## src/rtl/tstate_seq.sv

```systemverilog
// ---------------------------------------------------------------------------
// tstate_seq -- one-hot timing-state sequencer for a 6502-style core.
//
// Owns the T-state register, the rdy stall policy, jam detection, NMI edge
// latching and interrupt sampling at instruction boundaries. It also counts
// the cycles completed in the current instruction. Decode logic looks at
// o_tstate and drives i_tlast / i_skip_t0 / i_to_rmw back combinationally.
//
// Parameters:
//   NT          number of main T states T0..T(NT-1), NT >= 3
//   NRMW        number of read-modify-write detour states, NRMW >= 1
//   WRITE_STALL 0: rdy ignored on write cycles, 1: rdy stalls every cycle
//   CNT_W       width of the cycle counter, CNT_W >= 2
//
// Ports:
//   i_clk         clock
//   i_rst         synchronous reset, active-high
//   i_rdy         bus ready; low stalls (subject to WRITE_STALL)
//   i_write_cycle current cycle is a bus write
//   i_tlast       current state is the last cycle of the instruction
//   i_skip_t0     with i_tlast, go straight to T1
//   i_to_rmw      enter the RMW detour next
//   i_nmi         non-maskable interrupt request, rising-edge sensitive
//   i_irq         maskable interrupt request, level
//   i_irq_mask    I flag
//   i_int_ack     clears the latched NMI
//   o_tstate      one-hot state: bit k = Tk, bit NT+j = RMW(j+1)
//   o_sync        current state is T1 (opcode fetch)
//   o_advance     state register updates this cycle
//   o_jam         sequencer jammed (o_tstate all zeros)
//   o_int_taken   current instruction is an interrupt sequence
//   o_nmi_pending NMI edge latched and not yet acknowledged
//   o_cyc_count   cycles completed in the current instruction (saturating)
// ---------------------------------------------------------------------------
module tstate_seq #(
  parameter int NT          = 8,
  parameter int NRMW        = 2,
  parameter int WRITE_STALL = 0,
  parameter int CNT_W       = 4
) (
  input  logic                 i_clk,
  input  logic                 i_rst,
  input  logic                 i_rdy,
  input  logic                 i_write_cycle,
  input  logic                 i_tlast,
  input  logic                 i_skip_t0,
  input  logic                 i_to_rmw,
  input  logic                 i_nmi,
  input  logic                 i_irq,
  input  logic                 i_irq_mask,
  input  logic                 i_int_ack,
  output logic [NT+NRMW-1:0]   o_tstate,
  output logic                 o_sync,
  output logic                 o_advance,
  output logic                 o_jam,
  output logic                 o_int_taken,
  output logic                 o_nmi_pending,
  output logic [CNT_W-1:0]     o_cyc_count
);

  localparam int NS = NT + NRMW;

  localparam logic [NS-1:0]    ST_ONE    = {{(NS-1){1'b0}}, 1'b1};
  localparam logic [NS-1:0]    ST_T0     = ST_ONE;
  localparam logic [NS-1:0]    ST_T1     = ST_ONE << 1;
  localparam logic [NS-1:0]    ST_RMW1   = ST_ONE << NT;
  localparam logic [NS-1:0]    ST_NONE   = {NS{1'b0}};
  localparam logic [CNT_W-1:0] CNT_MAX   = {CNT_W{1'b1}};
  localparam logic [CNT_W-1:0] CNT_ONE   = {{(CNT_W-1){1'b0}}, 1'b1};
  localparam logic [CNT_W-1:0] CNT_ZERO  = {CNT_W{1'b0}};
  // Write cycles bypass rdy only in the NMOS-compatible configuration.
  localparam logic             WR_BYPASS = (WRITE_STALL == 0) ? 1'b1 : 1'b0;

  logic [NS-1:0]    r_tstate;
  logic             r_int_taken;
  logic             r_nmi_pending;
  logic             r_nmi_prev;
  logic [CNT_W-1:0] r_cyc_count;

  logic [NS-1:0]    w_succ;
  logic [NS-1:0]    w_next;
  logic             w_jam;
  logic             w_advance;
  logic             w_nmi_edge;

  // An all-zero state vector is the jam condition; it can only be left by reset.
  assign w_jam      = (r_tstate == ST_NONE);
  assign w_advance  = ~w_jam & (i_rdy | (i_write_cycle & WR_BYPASS));
  assign w_nmi_edge = i_nmi & ~r_nmi_prev;

  // Natural successor: shift within the main chain and within the RMW chain.
  // T(NT-1) and the final RMW state have no successor, so they fall into jam.
  always_comb begin
    w_succ = ST_NONE;
    for (int k = 0; k < NT - 1; k++) begin
      w_succ[k+1] = r_tstate[k];
    end
    for (int j = NT; j < NS - 1; j++) begin
      w_succ[j+1] = r_tstate[j];
    end
  end

  // Next-state priority: end of instruction, then RMW entry, then successor.
  always_comb begin
    w_next = ST_NONE;
    if (i_tlast) begin
      if (i_skip_t0) begin
        w_next = ST_T1;
      end else begin
        w_next = ST_T0;
      end
    end else if (i_to_rmw) begin
      w_next = ST_RMW1;
    end else begin
      w_next = w_succ;
    end
  end

  // State, cycle counter, NMI latch and interrupt sampling registers.
  always_ff @(posedge i_clk) begin
    if (i_rst) begin
      r_tstate      <= ST_T1;
      r_int_taken   <= 1'b0;
      r_nmi_pending <= 1'b0;
      r_nmi_prev    <= 1'b0;
      r_cyc_count   <= CNT_ZERO;
    end else begin
      // NMI edge detection runs every cycle, independent of rdy or jam.
      r_nmi_prev <= i_nmi;
      if (w_nmi_edge) begin
        r_nmi_pending <= 1'b1;
      end else if (i_int_ack) begin
        r_nmi_pending <= 1'b0;
      end else begin
        r_nmi_pending <= r_nmi_pending;
      end

      if (w_advance) begin
        r_tstate <= w_next;
        if (i_tlast) begin
          // Instruction boundary: restart the count and sample interrupts.
          r_cyc_count <= CNT_ZERO;
          r_int_taken <= r_nmi_pending | (i_irq & ~i_irq_mask);
        end else if (r_cyc_count != CNT_MAX) begin
          r_cyc_count <= r_cyc_count + CNT_ONE;
        end else begin
          r_cyc_count <= r_cyc_count;
        end
      end else begin
        r_tstate    <= r_tstate;
        r_cyc_count <= r_cyc_count;
        r_int_taken <= r_int_taken;
      end
    end
  end

  assign o_tstate      = r_tstate;
  assign o_sync        = r_tstate[1];
  assign o_advance     = w_advance;
  assign o_jam         = w_jam;
  assign o_int_taken   = r_int_taken;
  assign o_nmi_pending = r_nmi_pending;
  assign o_cyc_count   = r_cyc_count;

endmodule

```

## config.mk

```make
export PLATFORM = sky130hd
export DESIGN_NAME = tstate_seq
export DESIGN_NICKNAME = d
export VERILOG_FILES = /design/src/rtl/tstate_seq.sv
export SDC_FILE = /design/constraint.sdc
export NUM_CORES = 1
export LEC_CHECK = 0
export CAP_MARGIN = 10
export CELL_PAD_IN_SITES_DETAIL_PLACEMENT = 1
export CELL_PAD_IN_SITES_GLOBAL_PLACEMENT = 2
export CORE_ASPECT_RATIO = 0.9
export CORE_MARGIN = 8
export CORE_UTILIZATION = 24
export CTS_BUF_LIST = sky130_fd_sc_hd__clkbuf_4 sky130_fd_sc_hd__clkbuf_8 sky130_fd_sc_hd__clkbuf_16
export DETAILED_ROUTE_END_ITERATION = 12
export GPL_TIMING_DRIVEN = 1
export PLACE_DENSITY = 0.82
export SYNTH_ARGS = -nofsm -noshare
export SYNTH_HDL_FRONTEND = slang
export SYNTH_SLANG_ARGS = --single-unit
```

## constraint.sdc

```tcl
create_clock -name i_clk -period 2.35 [get_ports i_clk]
set_input_delay 0.3525 -clock i_clk [delete_from_list [all_inputs] [get_ports i_clk]]
set_output_delay 0.3525 -clock i_clk [all_outputs]
set_load 0.005 [all_outputs]
```

# After elaboration in Yosys (flattened, before gate mapping)
# Cells that the tools add are included.
[totals] out_inout_bits=19 regBits=17 elab_cells=27 in_bits=11
[classes] n_eq_ne=1 reduce_logical=5 mux=7 n_bitwise=8 addsub=1
[op_table] operator="10-bit two-way mux" count=2
[op_table] operator="10-bit logical NOT" count=1
[op_table] operator="4-bit two-way mux" count=2
[op_table] operator="4-bit by 1-bit adder with 4-bit output, second input constant" count=1
[op_table] operator="4-bit != test, second input constant" count=1
[op_table] operator="2-bit AND reduction" count=2
[op_table] operator="2-bit nonzero test" count=2
[op_table] operator="1-bit bitwise AND" count=3
[op_table] operator="1-bit inverter" count=3
[op_table] operator="1-bit two-way mux" count=2
[op_table] operator="2-bit two-way mux" count=1
[op_table] operator="1-bit OR" count=2

# Depth between registers and ports, before layout
# Gate-level depths: netlist of the first run.
[depth] depth_word=4 depth_mapped=6 mapped_depth_nobuf=4

# Worst setup path after synthesis of the first run
# Ideal clock, no wire load.
[synth_path] kind="register to output" start="register r_tstate[3] (netlist: o_tstate[3])" end="output o_advance" required_time_ns=1.997 arrival_time_ns=1.451 stages_incl_launch_ff=5 path_slack_ns=0.546 n_path_buf=2 cell_sequence="dfxtp_1 or4_4 o32a_1 buf_6 buf_6"
[synth_via] elab_chain_cells=3
[synth_rtl] element="start: declaration" line="74" text="logic [NS-1:0] r_tstate;"
[synth_rtl] element="start signal: assignment" line="139" text="r_tstate <= w_next;"
[synth_rtl] element="start signal: assignment" line="150" text="r_tstate <= r_tstate;"
[synth_rtl] element="10-bit logical NOT" line="87" text="assign w_jam = (r_tstate == ST_NONE);"
[synth_rtl] element="1-bit inverter" line="88" text="assign w_advance = ~w_jam & (i_rdy | (i_write_cycle & WR_BYPASS));"
[synth_rtl] element="1-bit bitwise AND" line="88"
[synth_rtl] element="end: declaration" line="54" text="output logic o_advance,"
# Every way passes these cells.

# Worst setup path after layout of the first run
[layout_path] start="register r_tstate[8] (netlist: o_tstate[8])" end="output o_advance"
# Same word-level chain as after synthesis.

==> results.ini, run 1 <==
[status]
outcome = finished clean

[clock_network]
clock_path_buffers = 2
hold_buffers = 0
root_buffer = clkbuf_4
cts_tree = built
htreeDepth = 1
numCtsBuffers = 3
clk_pin_slew_ns = 0.10
cts_num_sinks = 17
cts_setup_buffers = 0
clkLatencyLatePin_ns = 0.29

[finish]
antenna_cells = 0
drive_gt1_share_pct = 12.3
num-fill-cells = 348
fin_nets = 127
fin_area_mm2 = 0.00113
regArea_um2 = 340
multiInputGateArea_um2 = 394
syn_to_final_growth_pct = 47.7

[power_and_ir_drop]
p_leak_nw = 0.417
power.total_mw = 0.589
power_density_mw_per_mm2 = 519
vdd_drop_max_v = 0.000327

[critical_path]
slowest_delay_ns = 0.58
worstSetupEndpointType = output pin
crit_family = simple AND/OR/NAND/NOR gates
path_cells = or4_4, o32a_1, dlygate4sd2_1
cpMaxStageDelayCell = or4_4
cp_max_fo = 4
cp-startpoint = o_tstate[8]
crit_arrival_ns = 1.88
rrSetupSlack_ns = 0.37
worst-path-buf-inv = 1
worstPathRequired_ns = 2.00
timing.rr.start = o_tstate[8]
crit_path_start_kind = flip-flop
worstSetupPathType = reg -> out

[synthesis]
synth_top_cell_area_share_pct = 44.3
synth-xor-area-share_pct = 0
syn_area_per_cell_um2 = 9.04
synth-simple-area-share_pct = 22.5
synth_cell_types = 32
synth_top_family_by_area = compound AO/OA/AOI/OAI gates
synth-edff-count = 0
netlist_area_um2 = 768
yosys_warnings = 0
synthTopCellsByCount = 17 x dfxtp_1, 12 x a21oi_1, 6 x nand2_1
ys_async_sr_fraction_pct = 0
synth_fp_nets = 97
synthTopCellsByArea = dfxtp_1 44%, a21oi_1 7.8%, a211oi_2 3.3%
yosysSeqAreaShare_pct = 44.3
synthAdderAreaFrac_pct = 1.63
synthCells = 85
synth_flop_cell = dfxtp_1
yosys.area.top_type = dfxtp_1
synthMuxAreaShare_pct = 0
synth_most_common_cell = dfxtp_1
synth-seq-cells = 17
synth_compound_area_share_pct = 25.2

[die]
rows = 19
die_w_um = 75.6
die_area_mm2 = 0.00527
initial_core_util_pct = 25.1
die_y_um = 69.7
ioPinCount = 30
core_mm2 = 0.00307

[global_routing]
grt_max_degree = 18
grt_antenna_before_repair = 0
grt_pass1_wl_um = 3660
grt_usage_pct = 8.90
grt-ovfl-total = 0
grt_pass1_vias = 765

[hold_path]
hold_class = reg -> reg
min_from = o_tstate[7]

[placed_design]
place_ws_ns = 0.200
hpwl_um = 1770
portBuffers = 29
place_area_mm2 = 0.00109
place_congestion = 0.713

[drt]
route.vias.total = 732
viasPerCell = 4.69
ant_nets = 0
dr.first_iter.drc_count = 42
drc = 0
drt_wl_total_um = 2280
routedWlPerCell_um = 14.6
firstDrtPassIters = 4

[sta]
layout_setup_ws_ns = 0.116
drv_slew = 0
setup_viol = 0
rsz0062_at_grt = false
worst_pin_slew_ns = 0.414
fmax_ghz = 0.448
timing_hold_violations_final = 0
clock_skew_ns = 0.00295
relSlewSlack_pct = 72.3
finalCritPeriodShare_pct = 95.1
timing.final.crit_period_ns = 2.23
fin_setup_tns_ns = 0

[job]
drv_cap = 0

## registers in the layout (all words and copies together) (netlist names)
name	count
o_cyc_count	4
o_int_taken	1
o_nmi_pending	1
o_tstate	10
r_nmi_prev	1
## per-layer routing
metal / vias up / share of wire, % / track usage (%)
met5: - / 0 / 0
met4: 0 / 0 / 1.28
met3: 0 / 7.7 / 5.06
met2: 19 / 46 / 13.4
met1: 347 / 47 / 10.8
li1: 366 / - / -
## layout by cell type, fill, tap and decap left out, drive strengths merged, types with 2 or more instances in the layout
master          n
a31o            2
o21ai           3
buf             3
a21oi          12
nand3b          2
nand2b          4
a211oi          2
or4             2
nand3           4
a22oi           3
nor3            3
clkdlybuf4s50  27
clkbuf          4
nor2            5
dfxtp          17
nand2           6
## cell type report
type | count | area share (%)
tap | 42 | 4.63
sequential | 17 | 30.0
inverter | 1 | 0.331
multi-input combinational | 60 | 34.7
timing repair buffer | 32 | 27.7
clock buffer | 4 | 2.65
## tightest hold or removal path, delay by kind of cell (launching register included)
kind            cells  cell delay (ns)
flops               1             0.33
simple gates        1             0.06
compound gates      1             0.05
## power breakdown
part | leakage (nW) | internal (mW) | total (mW) | switching (mW)
Combinational | 0.260 | 0.0610 | 0.108 | 0.0474
Sequential | 0.139 | 0.298 | 0.307 | 0.00905
Clock | 0.0184 | 0.0777 | 0.174 | 0.0961
Total | 0.417 | 0.437 | 0.589 | 0.153
## per-stage QoR
stage / hold slack [ns] / cells / utilization, %
floorplan: 0.456 / 85 / -
global placement: 0.454 / 152 / 35.5
detailed placement: 0.462 / 152 / 35.5
CTS: 0.477 / 156 / 36.9
global route: 0.505 / 156 / 37.0
finish: 0.471 / 156 / 37.0
## cell families after synthesis
| logic type | Yosys count |
|---|---|
| compound gates | 28 |
| fa+ha+maj | 1 |
| buf+inv | 8 |
| flops | 17 |
| simple gates | 31 |
## worst paths after layout
path | endpoint | depth (start not counted)
max reg2reg | o_cyc_count[1] | 5
min reg2reg | o_tstate[7] | 2
min | o_tstate[7] | 2
max | o_advance | 3
## repair_timing
| action | in CTS | in global routing |
|---|---|---|
| endpoints found under the setup margin | 2 | 1 |
| resized for setup | 4 | 1 |
| pin swaps | 1 | 1 |
Power figures use the tool's default switching activity.
==> run 2, diff against run 1 <==
--- a/config.mk
+++ b/config.mk
@@ -9,7 +9,6 @@
 export CELL_PAD_IN_SITES_DETAIL_PLACEMENT = 1
 export CELL_PAD_IN_SITES_GLOBAL_PLACEMENT = 2
 export CORE_ASPECT_RATIO = 0.9
-export CORE_MARGIN = 8
 export CORE_UTILIZATION = 24
 export CTS_BUF_LIST = sky130_fd_sc_hd__clkbuf_4 sky130_fd_sc_hd__clkbuf_8 sky130_fd_sc_hd__clkbuf_16
 export DETAILED_ROUTE_END_ITERATION = 12
==> run 2 against run 1 <==
Compared with the run above:
- clock power decreased by 7%
- sequential share of layout area increased by 0.066 points
- critical path depth unchanged
- non-clock buffer count unchanged
- clock-buffer cell count decreased by 1
- utilization increased by 0.21 points
- clock skew increased by 0.0056 ns
- cell count unchanged
- worst setup slack improved by 0.011 ns
==> results.ini, run 2 (synthesized netlist as in run 1, its figures left out) <==
[status]
outcome = finished clean

[drt]
drt_wl_total_um = 2190
drc = 0
route.vias.total = 745
firstDrtPassIters = 4
viasPerCell = 4.78
dr.first_iter.drc_count = 22
ant_nets = 0
routedWlPerCell_um = 14.0

[clock_network]
cts_setup_buffers = 0
numCtsBuffers = 3
clock_path_buffers = 2
cts_num_sinks = 17
hold_buffers = 0
clk_pin_slew_ns = 0.11
htreeDepth = 1
clkLatencyLatePin_ns = 0.30
cts_tree = built
root_buffer = clkbuf_4

[job]
drv_cap = 0

[critical_path]
worstSetupEndpointType = output pin
cp_max_fo = 4
path_cells = or4_4, o32a_1, dlygate4sd2_1
worstPathRequired_ns = 2.00
worstSetupPathType = reg -> out
slowest_delay_ns = 0.57
crit_path_start_kind = flip-flop
crit_arrival_ns = 1.87
cpMaxStageDelayCell = or4_4

[placed_design]
portBuffers = 29
hpwl_um = 1620
place_congestion = 0.737
place_ws_ns = 0.271

[die]
rows = 19
die_w_um = 61.6
initial_core_util_pct = 25.2
core_mm2 = 0.00304
die_y_um = 55.7
ioPinCount = 30
die_area_mm2 = 0.00343

[global_routing]
grt_max_degree = 18
grt_pass1_vias = 817
grt_usage_pct = 14.6
grt_antenna_before_repair = 0
grt-ovfl-total = 0
grt_pass1_wl_um = 3720

[sta]
timing_hold_violations_final = 0
worst_pin_slew_ns = 0.470
layout_setup_ws_ns = 0.127
finalCritPeriodShare_pct = 94.6
fmax_ghz = 0.450
timing.final.crit_period_ns = 2.22
setup_viol = 0
clock_skew_ns = 0.00857
drv_slew = 0
rsz0062_at_grt = false
whs_ns = 0.482
fin_setup_tns_ns = 0
relSlewSlack_pct = 68.6

[finish]
layout_commonest_cell = clkdlybuf4s50_1
antenna_cells = 0
num-fill-cells = 375
drive_gt1_share_pct = 12.3
finish.utilization_pct = 37.2
syn_to_final_growth_pct = 47.4
layout_common_cells = 27 x clkdlybuf4s50_1, 17 x dfxtp_1, 12 x a21oi_1, 6 x nand2_1, 5 x nor2_1
largest_reg_flops = 10
fin_nets = 127

[power_and_ir_drop]
p_leak_nw = 0.416
vdd_drop_max_v = 0.000262
power_density_mw_per_mm2 = 509

[hold_path]
hold_class = reg -> reg

## run 2: changes by cell type in the layout (fill, tap and decap cells not counted), sizes merged
cell	delta
clkinv	+1
clkbuf	-1
## run 2: what timing repair did
item | in CTS | in global routing
pin swaps | 1 | 0
endpoints found under the setup margin | 2 | 1
resized for setup | 3 | 2
## run 2: power breakdown
part	internal [mW]	switching, mW
sequential	0.298	0.00946
combinational	0.0602	0.0473
clock	0.0635	0.0983
## run 2: layout make-up
class	instances	area, um2	share of cell area [%]
Sequential cell	17	340	30.1
Timing Repair Buffer	32	314	27.7
Clock inverter	1	5.00	0.442
Inverter	1	3.75	0.331
Clock buffer	3	22.5	1.99
Multi-Input combinational cell	60	394	34.8
Tap cell	42	52.6	4.64
## run 2: through the flow
step | std cells | total power, mW | instance area, um2
after global placement | 152 | 0.418 | 1090
after floorplan | 85 | 0.366 | 768
after detailed placement | 152 | 0.420 | 1090
after CTS | 156 | 0.584 | 1120
final | 156 | 0.577 | 1130
after global routing | 156 | 0.608 | 1130
## run 2: final timing paths
check	start	to	slack, ns	cells past startpoint
setup / recovery	o_tstate[8]	o_advance	0.13	3
hold / removal	o_tstate[7]	o_tstate[7]	0.48	2
setup reg to reg	o_tstate[8]	o_cyc_count[1]	0.38	5
hold reg to reg	o_tstate[7]	o_tstate[7]	0.48	2
## run 2: per-layer routing
metal  up-vias  part of all wire, %  track usage [%]
met5         -                    0                0
met4         0                  1.0             2.86
met3         4                  5.6             4.65
met2        21                   47             23.3
met1       355                   46             19.0
li1        365                    -                -
## run 2: critical path: cells and delay by family (launching register included)
family / cells / cell delay, ns
simple gates: 1 / 0.57
buf+inv: 1 / 0.27
flops: 1 / 0.35
compound gates: 1 / 0.38
==> RTL change 1, RTL diff (settings of run 1) <==
Change the parameter `NRMW` from 2 to 4.
--- a/src/rtl/tstate_seq.sv
+++ b/src/rtl/tstate_seq.sv
@@ -34,7 +34,7 @@
 // ---------------------------------------------------------------------------
 module tstate_seq #(
   parameter int NT          = 8,
-  parameter int NRMW        = 2,
+  parameter int NRMW        = 4,
   parameter int WRITE_STALL = 0,
   parameter int CNT_W       = 4
 ) (
Ports: changed (resized o_tstate); port bits go from 30 to 32. No check against the original RTL was run, so the function may have changed too.
==> RTL change 1 against run 1 <==
Combinational power up 23%; wire length up 15%; via count up 16%; first-iteration DRC count up 14%; synthesized area up 16%; final area up 14%; die area up 12%; clock skew up 0.0011 ns; worst setup slack better by 0.11 ns; sequential cell count up 2; largest power group unchanged; count of clock-buffer cells in the layout unchanged; critical path type unchanged; total power up 23%; cell count up 11%.
==> RTL change 1: results (changes against run 1) <==
[metrics] Syn Nets: 106 (+9.3%)
[metrics] critical path arrival: 1.77 ns (-0.11 ns)
[metrics] post-detailed-placement cell area: 1240 um^2 (+14%)
[metrics] Critical-path top delay cell: sky130_fd_sc_hd__clkdlybuf4s50_1
[metrics] placement-stage worst setup slack: 0.360 ns (+0.160 ns)
[metrics] clock slew at the register clock pins of the worst setup and hold paths: 0.07 ns (-0.03 ns)
[metrics] Unique masters post-synth: 35 (+9.4%)
[metrics] most frequent cells after synthesis: 19 x sky130_fd_sc_hd__dfxtp_1, 9 x sky130_fd_sc_hd__nand3_1, 8 x sky130_fd_sc_hd__a21oi_1, 8 x sky130_fd_sc_hd__nand2b_1, 6 x sky130_fd_sc_hd__o21ai_1
[metrics] count of cells resized by post-cts repair: 0 (-4)
[metrics] GR met3 Demand/Resource: 3.42% (-1.6 points)
[metrics] overall via count from detail_route: 846 (+16%)
[metrics] via count of the first global-routing pass: 875 (+14%)
[metrics] share of cells above drive strength 1: 14.2% (+1.9 points)
[metrics] filler instances: 425 (+22%)
[metrics] synth top area cells: sky130_fd_sc_hd__dfxtp_1 43%, sky130_fd_sc_hd__nand2b_1 5.6%, sky130_fd_sc_hd__nand3_1 5.1%
[metrics] post-detailed-placement half-perimeter wirelength: 1930 um (+9.1%)
[metrics] detailed router's first-iteration violation count: 48 (+14%)
[metrics] number of flip-flops under the largest register name: 12 (+2)
[metrics] Worst VDD drop: 0.000371 V (+14%)
[metrics] final estimated routing congestion in global placement: 0.792 (+11%)
[metrics] met2 layer usage reported by global route: 14.3% (+0.93 points)
[metrics] pin count of the biggest net entering global routing: 30 (+12)
[metrics] fraction of the yosys area taken by sequential cells: 42.8% (-1.5 points)
[metrics] routed wirelength normalized by instance count: 15.2 um (+3.7%)
[metrics] maximum cell stage delay along the critical path: 0.52 ns (-0.06 ns)
[metrics] routing usage on met1: 11.8% (+1.0 points)
[metrics] Max-Slew Margin vs Limit: 56.8% (-16 points)
[metrics] latest clock arrival within the worst-skew pair: 0.26 ns (-0.03 ns)
[metrics] run status: complete, no violations
[metrics] row cnt: 21 (+2)
[metrics] number of I/O port buffers: 31 (+6.9%)
[metrics] clock root buffer: sky130_fd_sc_hd__clkbuf_8
[metrics] Worst Clk Skew: 0.00401 ns (+0.00106 ns)
[metrics] all-layer global routing usage: 9.54% (+0.63 points)
==> RTL change 1: cell count changes in the layout (fill, tap and decap cells not counted), sizes merged, moves of 2 or more <==
cell and delta:
a21oi -4, a22oi -3, buf +2, clkdlybuf4s50 +4, dfxtp +2, nand2b +4
nand3 +5, nand3b +3, nor2 -4, nor4 +3, o21ai +4, or4 -2
==> RTL change 1: path summary, 6_finish.rpt <==
path                              startpoint                     endpoint  slack (ns)  cells after the start
setup / recovery    o_tstate[3]$_SDFFE_PP0P_                        o_jam        0.23                      3
hold / removal    o_nmi_pending$_SDFFE_PP0P_   o_nmi_pending$_SDFFE_PP0P_        0.49                      2
setup reg to reg    o_tstate[3]$_SDFFE_PP0P_  o_cyc_count[1]$_SDFFE_PP0P_        0.68                      5
hold reg to reg   o_nmi_pending$_SDFFE_PP0P_   o_nmi_pending$_SDFFE_PP0P_        0.49                      2
==> RTL change 1: logic make-up (layout without fill, tap and decap cells) <==
group | Yosys count | in the layout | synth area share, %
buffers and inverters | 8 | 41 | 6.75
AND/OR/NAND/NOR | 40 | 40 | 29.1
flip-flops | 19 | 19 | 42.8
adder cells (fa/ha/maj) | 1 | 1 | 1.41
AO/OA/AOI/OAI | 26 | 26 | 20.0
==> RTL change 1: per-layer routing <==
layer	vias up	share of wire [%]	routed length, um
met5	-	0	0
met4	0	1.1	28
met3	2	5.1	135
met2	23	48	1250
met1	410	46	1210
li1	411	-	-
==> RTL change 1: worst min-delay path, delay by kind of cell, from the launching register on <==
kind | cells | cell delay, ns
and+or+nand+nor | 1 | 0.07
DFF | 1 | 0.32
AOI/OAI and AO/OA | 1 | 0.05
==> RTL change 1: cell type report <==
cell class                 instances  area [um^2]  share of cell area (%)
tap                               46         57.6                    4.45
inverter                           1         3.75                   0.290
multi-input combinational         67          455                    35.2
clock buffer                       4         48.8                    3.77
sequential                        19          380                    29.4
timing repair buffer              36          348                    26.9
==> RTL change 1: through the flow <==
| stage | utilization (%) | instances |
|---|---|---|
| finish | 35.7 | 173 |
| global route | 35.7 | 173 |
| CTS | 35.7 | 173 |
| detailed placement | 34.3 | 169 |
| global placement | 34.3 | 169 |
| floorplan | - | 94 |
==> RTL change 1: power by group <==
group | switching [mW] | total, mW | internal [mW]
Clock | 0.111 | 0.243 | 0.132
Combinational | 0.0597 | 0.133 | 0.0732
Sequential | 0.0133 | 0.347 | 0.334
==> RTL change 2, RTL diff (settings of run 1) <==
Without the edit above. Make the reset (`i_rst`) asynchronous in one clocked block. Comments in the files are not updated.
--- a/src/rtl/tstate_seq.sv
+++ b/src/rtl/tstate_seq.sv
@@ -117,7 +117,7 @@
   end
 
   // State, cycle counter, NMI latch and interrupt sampling registers.
-  always_ff @(posedge i_clk) begin
+  always_ff @(posedge i_clk or posedge i_rst) begin
     if (i_rst) begin
       r_tstate      <= ST_T1;
       r_int_taken   <= 1'b0;
Formal check against the unedited RTL: differs if i_rst is asserted again (counterexample within 4 cycles, from zero or initial values and one cycle with i_rst high); with i_rst held inactive, the same outputs for 10 cycles.
==> RTL change 2 against run 1 <==
Wire length up 3.5%; global-route usage up 0.11 points; synthesized area up 3.6%; sequential cell count unchanged; final area up 3.9%; worst setup slack better by 0.062 ns; clock skew down 0.0014 ns; cell count down 1.3%.
Power is not compared: it rests on default switching activity, and its combinational part moved more than twofold at a synthesized area within 25%.
==> RTL change 2: results (changes against run 1) <==
[metrics] run status: complete, no violations
[metrics] Unique masters post-synth: 29 (-9.4%)
[metrics] total core area: 3280 um^2 (+6.9%)
[metrics] reg-to-reg critical path endpoint: o_cyc_count[3]$_DFFE_PP0P_
[metrics] average vias per placed instance: 4.68 (-0.36%)
[metrics] Worst Hold Endpoint: o_nmi_pending$_DFFE_PP0P_
[metrics] routed wirelength normalized by instance count: 15.3 um (+4.8%)
[metrics] cell count after placement: 150 (-1.3%)
[metrics] number of detailed-routing iterations run before antenna repair: 3 (-1)
[metrics] RR Startpoint: o_tstate[2]$_DFFE_PP0P_
[metrics] average cell area after synthesis: 10.1 um^2 (+11%)
[metrics] global-route wire length before repair: 4060 um (+11%)
[metrics] multi-input combinational cell count: 53 (-12%)
[metrics] final net count: 123 (-3.1%)
[metrics] end point of the critical path: o_jam
[metrics] area share of buffers outside the clock network: 25.9% (-1.8 points)
[metrics] clock slew at the register clock pins of the worst setup and hold paths: 0.06 ns (-0.04 ns)
[metrics] post-detailed-placement half-perimeter wirelength: 1840 um (+3.9%)
[metrics] final estimated routing congestion in global placement: 0.698 (-2.1%)
[metrics] hold path startpoint: r_nmi_prev$_DFF_PP0_
[metrics] placement-stage worst setup slack: 0.386 ns (+0.186 ns)
[metrics] fraction of the yosys area taken by sequential cells: 53.6% (+9.3 points)
[metrics] transition time at the pin with the least slew margin: 0.652 ns (+0.238 ns)
[metrics] Non-Filler Instances: 154 (-1.3%)
[metrics] number of non-clock inverters in the layout: 5 (+4)
[metrics] all-layer global routing usage: 9.02% (+0.11 points)
[metrics] Worst Hold Path Cells: 1 (-1)
[metrics] most frequent cells after synthesis: 16 x sky130_fd_sc_hd__dfrtp_1, 12 x sky130_fd_sc_hd__nand2_1, 6 x sky130_fd_sc_hd__a21oi_1, 5 x sky130_fd_sc_hd__inv_1, 5 x sky130_fd_sc_hd__nand3_1
## RTL change 2: critical path, stage by stage, from the launching register on
cell                              delay (ns)
sky130_fd_sc_hd__dfrtp_1                0.41
sky130_fd_sc_hd__nor4_2                 0.39
sky130_fd_sc_hd__and3_2                 0.28
sky130_fd_sc_hd__clkdlybuf4s50_1        0.50
## RTL change 2: layer usage
metal	global-route usage (%)	wire length, um
met1	10.8	1140
met2	14.0	1070
met3	3.29	138
met4	4.05	17
met5	0	0
## RTL change 2: power by group
group          internal, mW  switching [mW]
clock network         0.132          0.0943
logic                 0.238           0.175
registers             0.356          0.0719
## RTL change 2: cells by family (layout without fill, tap and decap cells)
family,Yosys count,after routing
AND/OR/NAND/NOR,31,31
flip-flops,17,17
buffers and inverters,9,40
AO/OA/AOI/OAI,21,21
adder cells (fa/ha/maj),1,1
